### config.mk
export PLATFORM = sky130hd
export DESIGN_NAME = seq_subt_divider
export DESIGN_NICKNAME = d
export VERILOG_FILES = /design/src/rtl/seq_subt_divider.sv
export SDC_FILE = /design/constraint.sdc
export NUM_CORES = 1
export LEC_CHECK = 0
export BUFFER_PORTS_ARGS = -buffer_cell sky130_fd_sc_hd__buf_4
export CAP_MARGIN = 10
export CORE_UTILIZATION = 39
export CTS_CLUSTER_DIAMETER = 30
export CTS_CLUSTER_SIZE = 40
export DETAILED_ROUTE_END_ITERATION = 10
export GPL_TIMING_DRIVEN = 0
export PLACE_DENSITY_LB_ADDON = 0.15
export SLEW_MARGIN = 10
export SYNTH_ARGS = -nofsm -noshare
export SYNTH_HDL_FRONTEND = slang
export SYNTH_SLANG_ARGS = --single-unit
### constraint.sdc
create_clock -name clk -period 2.15 [get_ports clk]
set_input_delay 0.645 -clock clk [delete_from_list [all_inputs] [get_ports clk]]
set_output_delay 0.645 -clock clk [all_outputs]
set_load 0.1 [all_outputs]
### src/rtl/seq_subt_divider.sv
// Iterative restoring divider: one shift-and-subtract step per clock with a
// start/busy/done handshake. Results are registered and held until the next completion.
module seq_subt_divider #(
    parameter int WIDTH = 6
) (
    input  logic             clk,
    input  logic             rst,
    input  logic             start,
    input  logic [WIDTH-1:0] dividend,
    input  logic [WIDTH-1:0] divisor,
    output logic             busy,
    output logic             done,
    output logic [WIDTH-1:0] quotient,
    output logic [WIDTH-1:0] remainder,
    output logic             div_by_zero
);

    localparam int CW = $clog2(WIDTH + 1);

    typedef enum logic [1:0] {IDLE, RUN, FINISH} state_t;

    state_t           state_reg, state_next;
    logic [WIDTH-1:0] dvd_reg, dvd_next;
    logic [WIDTH-1:0] dvs_reg, dvs_next;
    logic [WIDTH-1:0] rem_reg, rem_next;
    logic [WIDTH-1:0] quo_reg, quo_next;
    logic [CW-1:0]    cnt_reg, cnt_next;
    logic             dbz_reg, dbz_next;
    logic [WIDTH-1:0] quotient_reg, quotient_next;
    logic [WIDTH-1:0] remainder_reg, remainder_next;
    logic             div_by_zero_reg, div_by_zero_next;

    logic [WIDTH:0]   trial;
    logic [WIDTH-1:0] shifted;

    // The partial remainder is always below the divisor, so the shifted value
    // fits in WIDTH bits whenever the trial subtraction borrows.
    assign trial   = {rem_reg, dvd_reg[WIDTH-1]} - {1'b0, dvs_reg};
    assign shifted = {rem_reg[WIDTH-2:0], dvd_reg[WIDTH-1]};

    always_ff @(posedge clk or posedge rst) begin
        if (rst) begin
            state_reg       <= IDLE;
            dvd_reg         <= '0;
            dvs_reg         <= '0;
            rem_reg         <= '0;
            quo_reg         <= '0;
            cnt_reg         <= '0;
            dbz_reg         <= 1'b0;
            quotient_reg    <= '0;
            remainder_reg   <= '0;
            div_by_zero_reg <= 1'b0;
        end else begin
            state_reg       <= state_next;
            dvd_reg         <= dvd_next;
            dvs_reg         <= dvs_next;
            rem_reg         <= rem_next;
            quo_reg         <= quo_next;
            cnt_reg         <= cnt_next;
            dbz_reg         <= dbz_next;
            quotient_reg    <= quotient_next;
            remainder_reg   <= remainder_next;
            div_by_zero_reg <= div_by_zero_next;
        end
    end

    always_comb begin
        state_next       = state_reg;
        dvd_next         = dvd_reg;
        dvs_next         = dvs_reg;
        rem_next         = rem_reg;
        quo_next         = quo_reg;
        cnt_next         = cnt_reg;
        dbz_next         = dbz_reg;
        quotient_next    = quotient_reg;
        remainder_next   = remainder_reg;
        div_by_zero_next = div_by_zero_reg;

        case (state_reg)
            IDLE: begin
                if (start) begin
                    dvd_next   = dividend;
                    dvs_next   = divisor;
                    state_next = RUN;
                    if (divisor == '0) begin
                        // Result is known immediately; a zero count sends the
                        // next edge straight to the result transfer.
                        quo_next = '1;
                        rem_next = dividend;
                        dbz_next = 1'b1;
                        cnt_next = '0;
                    end else begin
                        quo_next = '0;
                        rem_next = '0;
                        dbz_next = 1'b0;
                        cnt_next = CW'(WIDTH);
                    end
                end
            end
            RUN: begin
                if (cnt_reg == '0) begin
                    quotient_next    = quo_reg;
                    remainder_next   = rem_reg;
                    div_by_zero_next = dbz_reg;
                    state_next       = FINISH;
                end else begin
                    rem_next = trial[WIDTH] ? shifted : trial[WIDTH-1:0];
                    quo_next = {quo_reg[WIDTH-2:0], ~trial[WIDTH]};
                    dvd_next = {dvd_reg[WIDTH-2:0], 1'b0};
                    cnt_next = cnt_reg - CW'(1);
                end
            end
            FINISH: begin
                state_next = IDLE;
            end
            default: begin
                state_next = IDLE;
            end
        endcase
    end

    assign busy        = (state_reg != IDLE);
    assign done        = (state_reg == FINISH);
    assign quotient    = quotient_reg;
    assign remainder   = remainder_reg;
    assign div_by_zero = div_by_zero_reg;

endmodule

Yosys cells after proc, flatten, opt, wreduce, memory -nomap -nowiden --
Index checks and enable logic that the tools add are counted.
Storage, ports and cells: bits in registers 43, output and inout bits 15, logic and storage cells 47
Operators by class: add/subtract/negate cells 2, equality and inequality tests 5, multiplexer cells 20, bitwise gates (word level) 1, reduce and logical (&&, ||, !) cells 9
Operators with widths (count):
- 6-bit two-way mux | 9
- 6-bit one-hot mux with 2 select lines | 3
- 3-bit two-way mux | 3
- 7-bit by 6-bit subtractor with 7-bit output | 1
- 6-bit zero test | 1
- 2-bit != test, second input constant | 3
- 3-bit one-hot mux with 2 select lines | 1
- 2-bit AND reduction | 3
- 2-bit two-way mux | 2
- 2-bit one-hot mux with 2 select lines | 1
- 2-bit nonzero test | 2
- 3-bit zero test | 1
- 3-bit AND reduction | 1
- 3-bit by 1-bit subtractor with 3-bit output, second input constant | 1
- 2-bit by 1-bit == test with 1-bit output, second input constant | 1
- 2-bit == test, second input constant | 1
- 2-bit zero test | 1
- 1-bit two-way mux | 1
- 1-bit NOT | 1

Logic depth before layout (Yosys ltp) --
depth after elaboration 4, mapped depth 10, mapped depth without buffers 9

Worst setup path before layout --
No wires, ideal clock.
kind register to output, start register state_reg[0], end output port done, data arrival time 1.747 ns, required time 1.505 ns, slack -0.242 ns, cell stages (with the launch flop) 2, path buffers 0, path through dfrtp_1 nor2b_1
On the way: cells in the longest elaborated chain, start to end 1
Ends and longest elaborated chain:
- start, declared | RTL line 22 | state_t state_reg, state_next;
- start signal, assigned | RTL line 54 | state_reg <= state_next;
- 2-bit == test | RTL line 123 | assign done = (state_reg == FINISH);
- end, declared | RTL line 12 | output logic done,
Every way passes these cells.

Final worst setup path --
start register dvd_reg[5], end register rem_reg[0]
On the way: cells in the longest elaborated chain, start to end 4
Ends and longest elaborated chain:
- start, declared | RTL line 23 | logic [WIDTH-1:0] dvd_reg, dvd_next;
- start signal, assigned | RTL line 55 | dvd_reg <= dvd_next;
- 7-bit by 6-bit subtractor with 7-bit output | RTL line 38 | assign trial = {rem_reg, dvd_reg[WIDTH-1]} - {1'b0, dvs_reg};
- 6-bit two-way mux (*) | RTL line 107 | rem_next = trial[WIDTH] ? shifted : trial[WIDTH-1:0];
- 6-bit two-way mux (*) | RTL line 101 | if (cnt_reg == '0) begin
- 6-bit one-hot mux with 2 select lines (*) | RTL line 79 | case (state_reg)
- end signal, assigned | RTL line 57 | rem_reg <= rem_next;
- end, declared | RTL line 25 | logic [WIDTH-1:0] rem_reg, rem_next;
Every way passes the cells marked *; elsewhere a longest branch is shown, timed or not. The select of a mux whose other input is x is not followed. A chain may end at the register's enable or synchronous reset.

==> results.toml <==
[job]
cap_violations = 0

[timing]
grt_setup_unrepaired = "true"
tightest_slew_ns = 0.4928
finalMaxSlewViolations = 0
fin_ws_ns = -0.04234
worst_slew_margin_rel = 0.6714
clock_skew_ns = 0.004143
hold_viol_final = 0
layout_min_cycle_time_ns = 2.192
fmax_mhz = 456.1
setup_viol = 4
fin_crit_sh = 1.020
fin_setup_tns_ns = -0.09898
hold_ws_ns = 0.2582

[detailed_routing]
wl_per_cell_um = 14.50
ant_nets = 0
vias = 1757
finalWirelength_um = 4989
drc = 0
drt-initial-drc-count = 62
firstDrtPassIters = 4
viasPerCell = 5.108

[worst_setup_path]
crit_path_start_kind = "flop"
critPathBufInv = 2
cp_top_family = "simple AND/OR/NAND/NOR gates"
crit_required_ns = 2.38
path_cells = "inv_2 -> ha_4 -> inv_2 -> fa_2 -> a211oi_4 -> or4b_4 -> nand4_4 -> mux2_4 -> o22ai_2"
slowest_delay_ns = 0.53
crit_top_cell = "inv_2"
critPathMaxFanout = 5
end_kind = "flop"
path_class = "reg2reg"
cp.arrival_ns = 2.42
crit_path_top_delay_cell = "or4b_4"

[logic_synthesis]
synth_top_area_share = 0.4826
ys.flop_type = "dfrtp_1"
synth_top_family_by_area = "simple AND/OR/NAND/NOR gates"
ys_async_sr_fraction = 1.000
syn-num-nets = 253
netlist_area_mm2 = 0.002230
yosysSeqAreaShare = 0.4826
synth_fa_ha_area_frac = 0.05387
synthCells = 229
synthSimpleGateAreaFrac = 0.1582
yosys.area.top_type = "dfrtp_1"
synthTopCellsByArea = "dfrtp_1 (48%), mux2_1 (8.1%), nand2_1 (5.2%)"
synthXorXnorAreaFrac = 0.003928
yosys_warnings = 0
muxShareOfSynthArea = 0.1033
synth-edff-count = 0
synth_cell_types = 39
synth_seq_cells = 43
syn-mean-instance-area_um2 = 9.736
synth-compound-area-share = 0.1526

[global_routing]
antenna_found_initial = 0
grt_pass1_wl_um = 8390
track_usage = 0.1823
grt_pass1_vias = 1737
grt_max_degree = 36
grt_overflow = 0

[finish]
layout_commonest_cell = "dfrtp_1"
syn2layout_area_growth_pct = 23.18
nets = 295
antennaDiodeCount = 0
layout_common_cells = "dfrtp_1 (43), buf_4 (33), nand2_1 (31)"
fillCellCount = 527
drive_gt1_frac = 0.2316

[die]
rows = 27
core_mm2 = 0.005507
start_util = 0.4049
ios = 30
die-area_mm2 = 0.006023
die_h_um = 77.61
die_w_um = 77.61

[clocking]
cts-root-buf = "clkbuf_8"
path_clk_slew_ns = 0.09
cts_tree = "done"
cts_buffer_depth = 2
cts.sinks = 43
ctsHtreeMaxLevel = 2
clk-insertion-delay-late_ns = 0.30
cts_buffers = 5

[place]
dp_hpwl_um = 3451
place.gp.congestion = 0.7510
pre_cts_ws_ns = -0.2824
port_buffers = 29

[hold_path]
min_path_type = "in2async"

[status]
violations = "setup timing"
status = "finished, violations left"
-- cell families after synthesis --
group | after synthesis
mux | 21
simple gates | 73
compound gates | 58
buf+inv | 24
flops | 43
xor+xnor | 1
fa+ha+maj | 9
-- metal layers --
| layer | share of wire | track usage | wire length, um |
|---|---|---|---|
| met1 | 0.50 | 0.2457 | 2487 |
| met2 | 0.46 | 0.2920 | 2271 |
| met3 | 0.036 | 0.03882 | 180 |
| met4 | 0.010 | 0.05660 | 50 |
| met5 | 0 | 0 | 0 |
-- final cells by class --
| cell class | count | area (um^2) | share of cell area |
|---|---|---|---|
| Tap cell | 72 | 90.09 | 0.03280 |
| Sequential cell | 43 | 1076 | 0.3918 |
| Timing Repair Buffer | 35 | 279.0 | 0.1016 |
| Inverter | 14 | 52.55 | 0.01913 |
| Clock buffer | 5 | 68.82 | 0.02506 |
| Multi-Input combinational cell | 162 | 1105 | 0.4023 |
| Buffer | 10 | 51.30 | 0.01868 |
| Clock inverter | 3 | 23.77 | 0.008656 |
-- timing repair --
action,CTS,global route
pin swaps,4,3
buffers inserted,4,1
cloned,0,0
setup endpoints to repair,6,13
endpoints found under the hold margin,0,0
hold buffers,0,0
resized for setup,8,8
-- worst paths after layout --
kind	end	cells past startpoint	slack [ns]	startpoint
worst max-delay path	rem_reg[0]	9	-0.04	dvd_reg[5]
worst min-delay path	dvs_reg[1]	2	0.26	rst
worst max register to register	rem_reg[0]	9	-0.04	dvd_reg[5]
worst min register to register	cnt_reg[1]	1	0.49	cnt_reg[1]
max in group asynchronous	dvd_reg[3]	3	1.43	rst
min in group clk	cnt_reg[1]	1	0.49	cnt_reg[1]
-- synthesized netlist by cell type (3+ instances only) --
cell	number
a21oi_1	8
a31oi_1	8
buf_2	3
clkbuf_1	6
dfrtp_1	43
ha_1	8
inv_1	12
mux2_1	16
mux2i_1	5
nand2_1	31
nor2_1	23
nor2b_1	5
o21ai_0	7
o21ai_1	21
-- stage by stage --
stage | cells | util | area, um^2
after global routing | 344 | 0.4988 | 2746
after global placement | 330 | 0.4613 | 2540
after CTS | 343 | 0.4926 | 2713
final | 344 | 0.4988 | 2746
after floorplan | 229 | - | 2232
after detailed placement | 331 | 0.4649 | 2560
Power is not shown: default switching activity piles up to over one toggle a cycle in this logic, so the estimate is an artifact.
